## config.mk

```make
export PLATFORM = sky130hd
export DESIGN_NAME = pwm_capture
export DESIGN_NICKNAME = d
export VERILOG_FILES = /design/src/rtl/pwm_loop_pkg.sv /design/src/rtl/pwm_sync_edge.sv /design/src/rtl/pwm_capture.sv
export SDC_FILE = /design/constraint.sdc
export NUM_CORES = 1
export LEC_CHECK = 0
export ABC_AREA = 1
export CORE_MARGIN = 3
export CORE_UTILIZATION = 45
export DETAILED_ROUTE_END_ITERATION = 10
export GPL_ROUTABILITY_DRIVEN = 0
export MAX_ROUTING_LAYER = met4
export PLACE_DENSITY = 0.71
export SLEW_MARGIN = 30
export SYNTH_ARGS = -nofsm -noshare
export SYNTH_HDL_FRONTEND = slang
export SYNTH_SLANG_ARGS = --single-unit
```

## constraint.sdc

```tcl
create_clock -name clk -period 1.64 [get_ports clk]
set_input_delay 0.328 -clock clk [delete_from_list [all_inputs] [get_ports clk]]
set_output_delay 0.328 -clock clk [all_outputs]
set_load 0.05 [all_outputs]
```

## src/rtl/pwm_loop_pkg.sv

```systemverilog
// Shared definitions for the PWM generate/capture loop: default widths and
// the capture FSM state encoding.
package pwm_loop_pkg;

    localparam int PWM_BIT_WIDTH   = 8;
    localparam int PWM_SYNC_STAGES = 2;

    typedef logic [0:0] cap_state_t;

    localparam cap_state_t CAP_IDLE    = 1'b0;
    localparam cap_state_t CAP_MEASURE = 1'b1;

endpackage

```

## src/rtl/pwm_sync_edge.sv

```systemverilog
// Multi-flop synchronizer for an asynchronous level, plus a registered
// one-cycle rising-edge detector on the synchronized value.
module pwm_sync_edge #(
    parameter int sync_stages = 2
) (
    input  logic clk,
    input  logic rst,
    input  logic raw,
    output logic s,
    output logic rise
);

    logic [sync_stages-1:0] sync_q;
    logic                   s_d;

    always_ff @(posedge clk) begin
        if (rst) begin
            sync_q <= '0;
            s_d    <= 1'b0;
        end else begin
            sync_q <= {sync_q[sync_stages-2:0], raw};
            s_d    <= sync_q[sync_stages-1];
        end
    end

    assign s    = sync_q[sync_stages-1];
    assign rise = s & ~s_d;

endmodule

```

## src/rtl/pwm_capture.sv

```systemverilog
// Measures period and high time of a PWM waveform between successive rising
// edges, with saturating counters and a one-cycle valid per period.
module pwm_capture
    import pwm_loop_pkg::*;
#(
    parameter int bit_width   = PWM_BIT_WIDTH,
    parameter int sync_stages = PWM_SYNC_STAGES
) (
    input  logic               clk,
    input  logic               rst,
    input  logic               enable,
    input  logic               pwm_in,
    output logic [bit_width:0] period_count,
    output logic [bit_width:0] high_count,
    output logic               valid,
    output logic               overflow,
    output logic               timeout,
    output logic               level,
    output cap_state_t         fsm_state
);

    localparam int CW = bit_width + 1;
    localparam logic [CW-1:0] CNT_MAX = '1;
    localparam logic [CW-1:0] CNT_ONE = {{(CW-1){1'b0}}, 1'b1};

    logic          s;
    logic          rise;
    cap_state_t    state;
    logic [CW-1:0] cnt;
    logic [CW-1:0] hi;
    logic          ovf;

    pwm_sync_edge #(.sync_stages(sync_stages)) u_sync (
        .clk  (clk),
        .rst  (rst),
        .raw  (pwm_in),
        .s    (s),
        .rise (rise)
    );

    always_ff @(posedge clk) begin
        if (rst) begin
            state        <= CAP_IDLE;
            cnt          <= '0;
            hi           <= '0;
            ovf          <= 1'b0;
            period_count <= '0;
            high_count   <= '0;
            overflow     <= 1'b0;
            valid        <= 1'b0;
        end else begin
            valid <= 1'b0;
            if (!enable) begin
                // Published counts are deliberately left holding.
                state <= CAP_IDLE;
                cnt   <= '0;
                hi    <= '0;
                ovf   <= 1'b0;
            end else if (state == CAP_IDLE) begin
                if (rise) begin
                    state <= CAP_MEASURE;
                    cnt   <= CNT_ONE;
                    hi    <= CNT_ONE;
                    ovf   <= 1'b0;
                end
            end else if (rise) begin
                period_count <= cnt;
                high_count   <= hi;
                overflow     <= ovf;
                valid        <= 1'b1;
                cnt          <= CNT_ONE;
                hi           <= CNT_ONE;
                ovf          <= 1'b0;
            end else begin
                if (cnt != CNT_MAX) cnt <= cnt + CNT_ONE;
                if (s && (hi != CNT_MAX)) hi <= hi + CNT_ONE;
                // Overflow means an increment was actually lost, not merely reaching max.
                if ((cnt == CNT_MAX) || (s && (hi == CNT_MAX))) ovf <= 1'b1;
            end
        end
    end

    assign timeout   = enable && (state == CAP_MEASURE) && (cnt == CNT_MAX);
    assign level     = s;
    assign fsm_state = state;

endmodule

```

======== Word level (Yosys, flattened, before mapping) ========
Cells that the tools add are included.
storage, ports and cells
  register bits ........................... 43
  bits of input ports ..................... 4
  output and inout port bits .............. 23
  word-level logic and storage cells ...... 48
cells by class
  add/subtract/negate cells ............... 2
  eq/ne operators ......................... 4
  multiplexer cells ....................... 13
  bitwise logic cells ..................... 4
  reduce and logical (&&, ||, !) cells .... 15
operators with widths
  kind                                           number
  two-way mux 9 bit                              7
  adder 9 x 1 -> 9 bit (second input constant)   2
  == test 9 bit (second input constant)          2
  inequality test 9 bit (second input constant)  2
  nonzero test 2 bit                             4
  two-way mux 1 bit                              6
  AND reduction 2 bit                            3
  logical AND 1 bit                              4
  NOT 1 bit                                      3
  AND reduction 3 bit                            1
  OR reduction 3 bit                             1
  OR reduction 2 bit                             1
  bitwise AND 1 bit                              1
  logical OR 1 bit                               1

======== Longest topological paths before layout ========
Gate-level depths: netlist of run 1.
  depth after elaboration ................. 6
  mapped depth ............................ 13
  gate-level depth less buffers ........... 13

======== By module ========
From an unflattened synthesis of run 1, not the netlist that was laid out.
unflattened totals
  cell total of the unflattened synthesis .. 242
  area, all modules ....................... 1784.2 um^2
by module, submodules not included
  module         instances  cells an instance  area each (um^2)  seq. area each (um^2)
  pwm_capture    1          232                1697.9            800.8
  pwm_sync_edge  1          10                 86.3              60.1

======== Worst setup path after synthesis of run 1 ========
No wires, ideal clock.
  kind .................................... reg2out
  from .................................... register cnt[1]
  to ...................................... output port timeout
  data arrival time ....................... 1836 ps
  data required time ...................... 1312 ps
  path slack .............................. -524 ps
  cell stages (with the launch flop) ...... 9
  buffers on the path ..................... 0
  cell sequence ........................... dfxtp_1 ha_1 nand2_1 nor3_1 nand2_1 nor2_1 ha_1 inv_1 nor2_1
on the way
  word-level cells in the longest chain between the ends .. 2
ends and longest elaborated chain
  what                      RTL line           RTL
  start: declaration        pwm_capture.sv:29  logic [CW-1:0] cnt;
  start signal: assignment  pwm_capture.sv:75  if (cnt != CNT_MAX) cnt <= cnt + CNT_ONE;
  == test 9 bit             pwm_capture.sv:83  assign timeout = enable && (state == CAP_MEASURE) && (cnt == CNT_MAX);
  logical AND 1 bit         pwm_capture.sv:83
  end: declaration          pwm_capture.sv:17  output logic timeout,
Every way passes these cells.

======== Final worst setup path of run 1 ========
  from .................................... register cnt[0]
  to ...................................... output port timeout
The elaborated chain is that of the path after synthesis.

==> results of run 1 <==
[report_power, final]
part | total [mW] | internal [mW] | switching (mW)
Combinational | 0.104 | 0.0414 | 0.0630
Sequential | 1.06 | 1.05 | 0.00700
Clock | 0.673 | 0.330 | 0.343
[path summary, 6_finish.rpt]
kind | start | cells past startpoint | endpoint
worst min register to register | u_sync.sync_q[0]$_SDFF_PP0_ | 2 | u_sync.sync_q[1]$_SDFF_PP0_
worst max-delay path | cnt[0]$_SDFFE_PP0P_ | 9 | timeout
worst min-delay path | u_sync.sync_q[0]$_SDFF_PP0_ | 2 | u_sync.sync_q[1]$_SDFF_PP0_
worst max register to register | cnt[0]$_SDFFE_PP0P_ | 14 | cnt[3]$_SDFFE_PP0P_
[final cells by class]
cell class / count / area (um^2)
fill: 322 / 1240
inverter: 26 / 105
clock buffer: 6 / 82.6
timing repair buffer: 55 / 469
clock inverter: 1 / 5.00
multi-input combinational: 161 / 890
tap: 48 / 60.1
sequential: 43 / 866
[per-layer routing]
metal  GRT usage  routed length, um  up-vias
li1            -                  -      876
met1       0.253               1870      751
met2       0.316               2080       24
met3      0.0389                137        9
met4      0.0730                 82        0
met5           -                  0        -
[cells in the final DEF (no fill, tap or decap), types with 4 or more instances in the layout]
cell and instances:
inv_1 23, nor2_1 53, clkbuf_8 6, dfxtp_1 41
nand2_1 24, nand2_4 4, buf_4 46, o21ai_2 4
a21oi_2 5, nand3_1 11, o21ai_0 22, a21oi_1 16
[critical path, delay by kind of cell (launching register included)]
family / cells / cell delay [ns]
simple gates: 5 / 0.44
buf+inv: 2 / 0.19
flops: 1 / 0.37
fa+ha+maj: 2 / 0.34
[state kept, by name, summed over array words and instances (netlist names)]
register	flops
cnt	9
hi	9
high_count	9
period_count	9
u_sync.sync_q	2
fsm_state	1
overflow	1
ovf	1
u_sync.s_d	1
valid	1
[through the flow]
stage	cells	setup WS (ns)	utilization	TNS (ns)	total power, mW
after CTS	335	-0.363	0.628	-0.536	1.84
after floorplan	237	-0.0231	-	-0.0231	1.13
after global placement	328	-0.0566	0.601	-0.248	1.17
after detailed placement	328	-0.0847	0.601	-0.544	1.17
final	340	-0.327	0.667	-1.89	1.83
after global routing	340	-0.444	0.667	-3.83	1.90
[timing repair]
action                     CTS  global route
setup endpoints to repair   15            20
resized for setup            5            28
pin swaps                    0             5
cloned                       0             1
setup buffers                0             5
[cells by family (layout without fill, tap and decap cells)]
logic type / Yosys count / in the layout / share of synthesized area
and+or+nand+nor: 107 / 108 / 0.254
DFF: 43 / 43 / 0.486
buffers and inverters: 34 / 88 / 0.0925
adders and majority gates: 4 / 4 / 0.0282
AOI/OAI and AO/OA: 49 / 49 / 0.140
==> results.py, run 1 <==
metrics = {
    "synth": {
        "syn_area_per_cell_um2": 7.48,
        "async_flop_share": 0,
        "synth_edf_count": 0,
        "synth_ff_type": "dfxtp_1",
        "syn_inst": 237,
        "yosysMostFrequentCell": "nor2_1",
        "synth_top_area_cell": "dfxtp_1",
        "yosysSeqAreaShare": 0.486,
        "synth_top_area_frac": 0.486,
        "syn_nets": 245,
        "synthDistinctLibCells": 22,
        "ys_top_cells_by_count": "nor2_1 (55), dfxtp_1 (43), nand2_1 (27)",
        "synth-seq-cells": 43,
        "synthesis.area_um2": 1770,
        "synthTopCellsByArea": "dfxtp_1 (49%), nor2_1 (12%), o21ai_0 (7.3%), a21oi_1 (5.9%), nand2_1 (5.7%)",
        "yosys_warnings": 0,
    },
    "clock_network": {
        "clockBufferDepth": 2,
        "cts_tree": "built",
        "clk_pin_slew_worst_paths_ns": 0.07,
        "cts_hold_buf": 0,
        "worst_skew_pair.late_latency_ns": 0.29,
        "numClockSinks": 43,
        "htree_levels": 2,
        "cts_buffers": 5,
        "root_buffer": "clkbuf_8",
    },
    "finish": {
        "finish.instance_area_um2": 2480,
        "finalNetCount": 300,
        "n_antenna_cell": 0,
        "drive_gt1_frac": 0.308,
        "area_growth_pct": 39.8,
    },
    "sta": {
        "fmax_ghz": 0.508,
        "setup_ws_ns": -0.327,
        "fin_crit_sh": 1.20,
        "final-max-slew-violation-count": 0,
        "hold_slack_ns": 0.413,
        "finalHoldViolCount": 0,
        "setup_viol": 10,
        "fin_skew_ns": 0.00265,
        "tightest_slew_ns": 0.373,
        "period_needed_ns": 1.97,
        "relSlewSlack": 0.751,
        "grt_setup_unrepaired": "true",
    },
    "die": {
        "start_util": 0.477,
        "die_height_um": 68.7,
        "rows": 22,
        "core_um2": 3720,
        "fp.dieW_um": 68.7,
        "dieArea_um2": 4730,
        "pin_count": 27,
    },
    "global_routing": {
        "grt_use_total": 0.199,
        "grt_pass1_vias": 1498,
        "antenna_found_initial": 0,
        "grt_max_degree": 20,
        "grt-ovfl-total": 0,
        "grt_pass1_wl_um": 6820,
    },
    "critical_path": {
        "critPathKind": "reg -> out",
        "arrival_ns": 1.64,
        "worstPathRequired_ns": 1.31,
        "critPathMaxFanout": 3,
        "worst_setup_path_start_kind": "flop",
        "worst-r2r-setup-slack_ns": -0.23,
        "slowest_stage": "dfxtp_4",
        "max_stage_delay_ns": 0.37,
        "crit_chain": "ha_4 > nand2_4 > nor3_4 > nand2_1 > nor2_2 > ha_2 > inv_4 > nor2_4 > buf_12",
        "end_kind": "primary output",
    },
    "pwr": {
        "p_per_area_nw_per_um2": 740,
        "p_leak_nw": 1.10,
        "peakVddDrop_mv": 0.559,
    },
    "placed_design": {
        "placed_cell_area_um2": 2230,
        "dp_hpwl_um": 2880,
        "portBuffers": 26,
    },
    "drt": {
        "post_drt_wl_per_cell_um": 12.3,
        "drc": 0,
        "ant_nets": 0,
        "wl_um": 4170,
        "num_vias": 1660,
        "drtIter0Drc": 122,
        "via_per_inst": 4.88,
        "dr.pass1.iters": 4,
    },
    "status": {
        "outcome": "finished with violations",
        "violations": "negative setup slack",
    },
    "run": {
        "drv_cap": 0,
    },
    "min_path": {
        "hp-class": "reg -> reg",
    },
}
(Power assumes the default switching activity.)
==> run 2, diff against run 1 <==
--- a/config.mk
+++ b/config.mk
@@ -8,6 +8,7 @@
 export ABC_AREA = 1
 export CORE_MARGIN = 3
 export CORE_UTILIZATION = 45
+export CTS_BUF_LIST = sky130_fd_sc_hd__clkbuf_8 sky130_fd_sc_hd__clkbuf_16
 export DETAILED_ROUTE_END_ITERATION = 10
 export GPL_ROUTABILITY_DRIVEN = 0
 export MAX_ROUTING_LAYER = met4
==> results of run 2 <==
Final layout, timing and power as in run 1 (identical DEF).
==> run 3, diff against run 2 <==
--- a/config.mk
+++ b/config.mk
@@ -12,7 +12,7 @@
 export DETAILED_ROUTE_END_ITERATION = 10
 export GPL_ROUTABILITY_DRIVEN = 0
 export MAX_ROUTING_LAYER = met4
-export PLACE_DENSITY = 0.71
+export PLACE_DENSITY = 0.68
 export SLEW_MARGIN = 30
 export SYNTH_ARGS = -nofsm -noshare
 export SYNTH_HDL_FRONTEND = slang
==> constraint.sdc (replaced) <==
create_clock -name clk -period 2.3 [get_ports clk]
set_input_delay 0.46 -clock clk [delete_from_list [all_inputs] [get_ports clk]]
set_output_delay 0.46 -clock clk [all_outputs]
set_load 0.05 [all_outputs]
==> results.py, run 3 (synthesis gave the netlist of run 1 again) <==
metrics = {
    "clock_network": {
        "worst_skew_pair.late_latency_ns": 0.29,
        "htree_levels": 2,
        "clockBufferDepth": 2,
        "cts_buffers": 5,
        "cts_hold_buf": 0,
        "numClockSinks": 43,
        "cts_tree": "built",
        "clk_pin_slew_worst_paths_ns": 0.07,
        "root_buffer": "clkbuf_8",
        "post_cts_buffers": 0,
    },
    "die": {
        "start_util": 0.477,
        "rows": 22,
        "fp.dieW_um": 68.7,
        "dieArea_um2": 4730,
        "pin_count": 27,
        "die_height_um": 68.7,
        "core_um2": 3720,
    },
    "sta": {
        "relSlewSlack": 0.662,
        "grt_setup_unrepaired": "false",
        "setup_viol": 0,
        "setup_ws_ns": 0.162,
        "fmax_ghz": 0.468,
        "setup_tns_ns": 0,
        "fin_crit_sh": 0.930,
        "tightest_slew_ns": 0.505,
        "fin_skew_ns": 0.00451,
        "finalHoldViolCount": 0,
        "final-max-slew-violation-count": 0,
        "hold_slack_ns": 0.406,
        "period_needed_ns": 2.14,
    },
    "drt": {
        "drtIter0Drc": 105,
        "dr.pass1.iters": 4,
        "wl_um": 3520,
        "drc": 0,
        "ant_nets": 0,
        "post_drt_wl_per_cell_um": 11.2,
        "via_per_inst": 4.81,
        "num_vias": 1507,
    },
    "min_path": {
        "hold-path-cell-count": 2,
        "hp-class": "reg -> reg",
    },
    "global_routing": {
        "grt_max_degree": 21,
        "grt_pass1_vias": 1386,
        "grt_pass1_wl_um": 6070,
        "grt_use_total": 0.176,
        "grt-ovfl-total": 0,
        "antenna_found_initial": 0,
    },
    "finish": {
        "n_antenna_cell": 0,
        "layout.cells.most_common_list": "nor2_1 (54), dfxtp_1 (41), inv_1 (26), nand2_1 (26), o21ai_0 (26)",
        "layout_commonest_cell": "nor2_1",
        "final_cells": 313,
        "seq_area_um2": 863,
        "area_growth_pct": 22.5,
        "finish.instance_area_um2": 2170,
        "drive_gt1_frac": 0.0830,
        "multiInputGateArea_um2": 776,
        "finalNetCount": 274,
        "fillers": 355,
        "finalCoreUtilization": 0.584,
    },
    "critical_path": {
        "worst_setup_path_start_kind": "flop",
        "end_kind": "primary output",
        "reg2regPathDepth": 11,
        "worstPathRequired_ns": 1.84,
        "critPathMaxFanout": 4,
        "max_stage_delay_ns": 0.37,
        "slowest_stage": "dfxtp_2",
        "crit_chain": "ha_4 > nand2_2 > nor3_4 > nand2_1 > nor2_1 > ha_1 > inv_1 > nor2_2 > buf_12",
        "critPathKind": "reg -> out",
        "arrival_ns": 1.68,
    },
    "pwr": {
        "p_leak_nw": 0.889,
        "fin_total_pwr_mw": 1.24,
        "p_per_area_nw_per_um2": 570,
        "peakVddDrop_mv": 0.317,
    },
    "status": {
        "outcome": "completed",
    },
    "placed_design": {
        "placed_cell_area_um2": 2070,
        "dp_hpwl_um": 2560,
        "place_ws_ns": 0.199,
        "portBuffers": 26,
        "placed_cells": 307,
    },
    "run": {
        "drv_cap": 0,
    },
}
run 3: changes by cell type in the layout (fill, tap and decap cells not counted), sizes merged:
cell | previous run | this run
nand2 | 31 | 30
inv | 26 | 27
buf | 52 | 5
clkbuf | 6 | 5
clkdlybuf4s50 | 3 | 25
clkinv | 1 | 0
run 3: timing repair:
action	CTS	global route
pin swaps	0	3
resized for setup	2	6
endpoints found under the setup margin	1	1
run 3: path summary, 6_finish.rpt:
check	startpoint	endpoint	slack, ns
hold reg to reg	u_sync.sync_q[0]$_SDFF_PP0_	u_sync.sync_q[1]$_SDFF_PP0_	0.41
setup reg to reg	hi[1]$_SDFFE_PP0P_	hi[3]$_SDFFE_PP0P_	0.43
setup / recovery	cnt[1]$_SDFFE_PP0P_	timeout	0.16
hold / removal	u_sync.sync_q[0]$_SDFF_PP0_	u_sync.sync_q[1]$_SDFF_PP0_	0.41
run 3: area by class of cell:
class / instances / share of cell area
Inverter: 26 / 0.0450
Clock inverter: 1 / 0.00173
Multi-Input combinational cell: 160 / 0.358
Timing Repair Buffer: 30 / 0.138
Clock buffer: 5 / 0.0317
Tap cell: 48 / 0.0277
Sequential cell: 43 / 0.398
run 3: routing by layer:
metal,wire length (um),GRT usage
met1,1770,0.231
met2,1590,0.266
met3,106,0.0486
met4,48,0.0511
met5,0,-
run 3: where the power goes:
part           internal [mW]  switching, mW
sequential             0.749        0.00379
combinational         0.0191         0.0375
clock                  0.198          0.230
run 3: critical path: cells and delay by family (launching register included):
kind	cells	cell delay [ns]
and+or+nand+nor	5	0.53
adders and majority gates	2	0.28
DFF	1	0.37
buffers and inverters	2	0.21
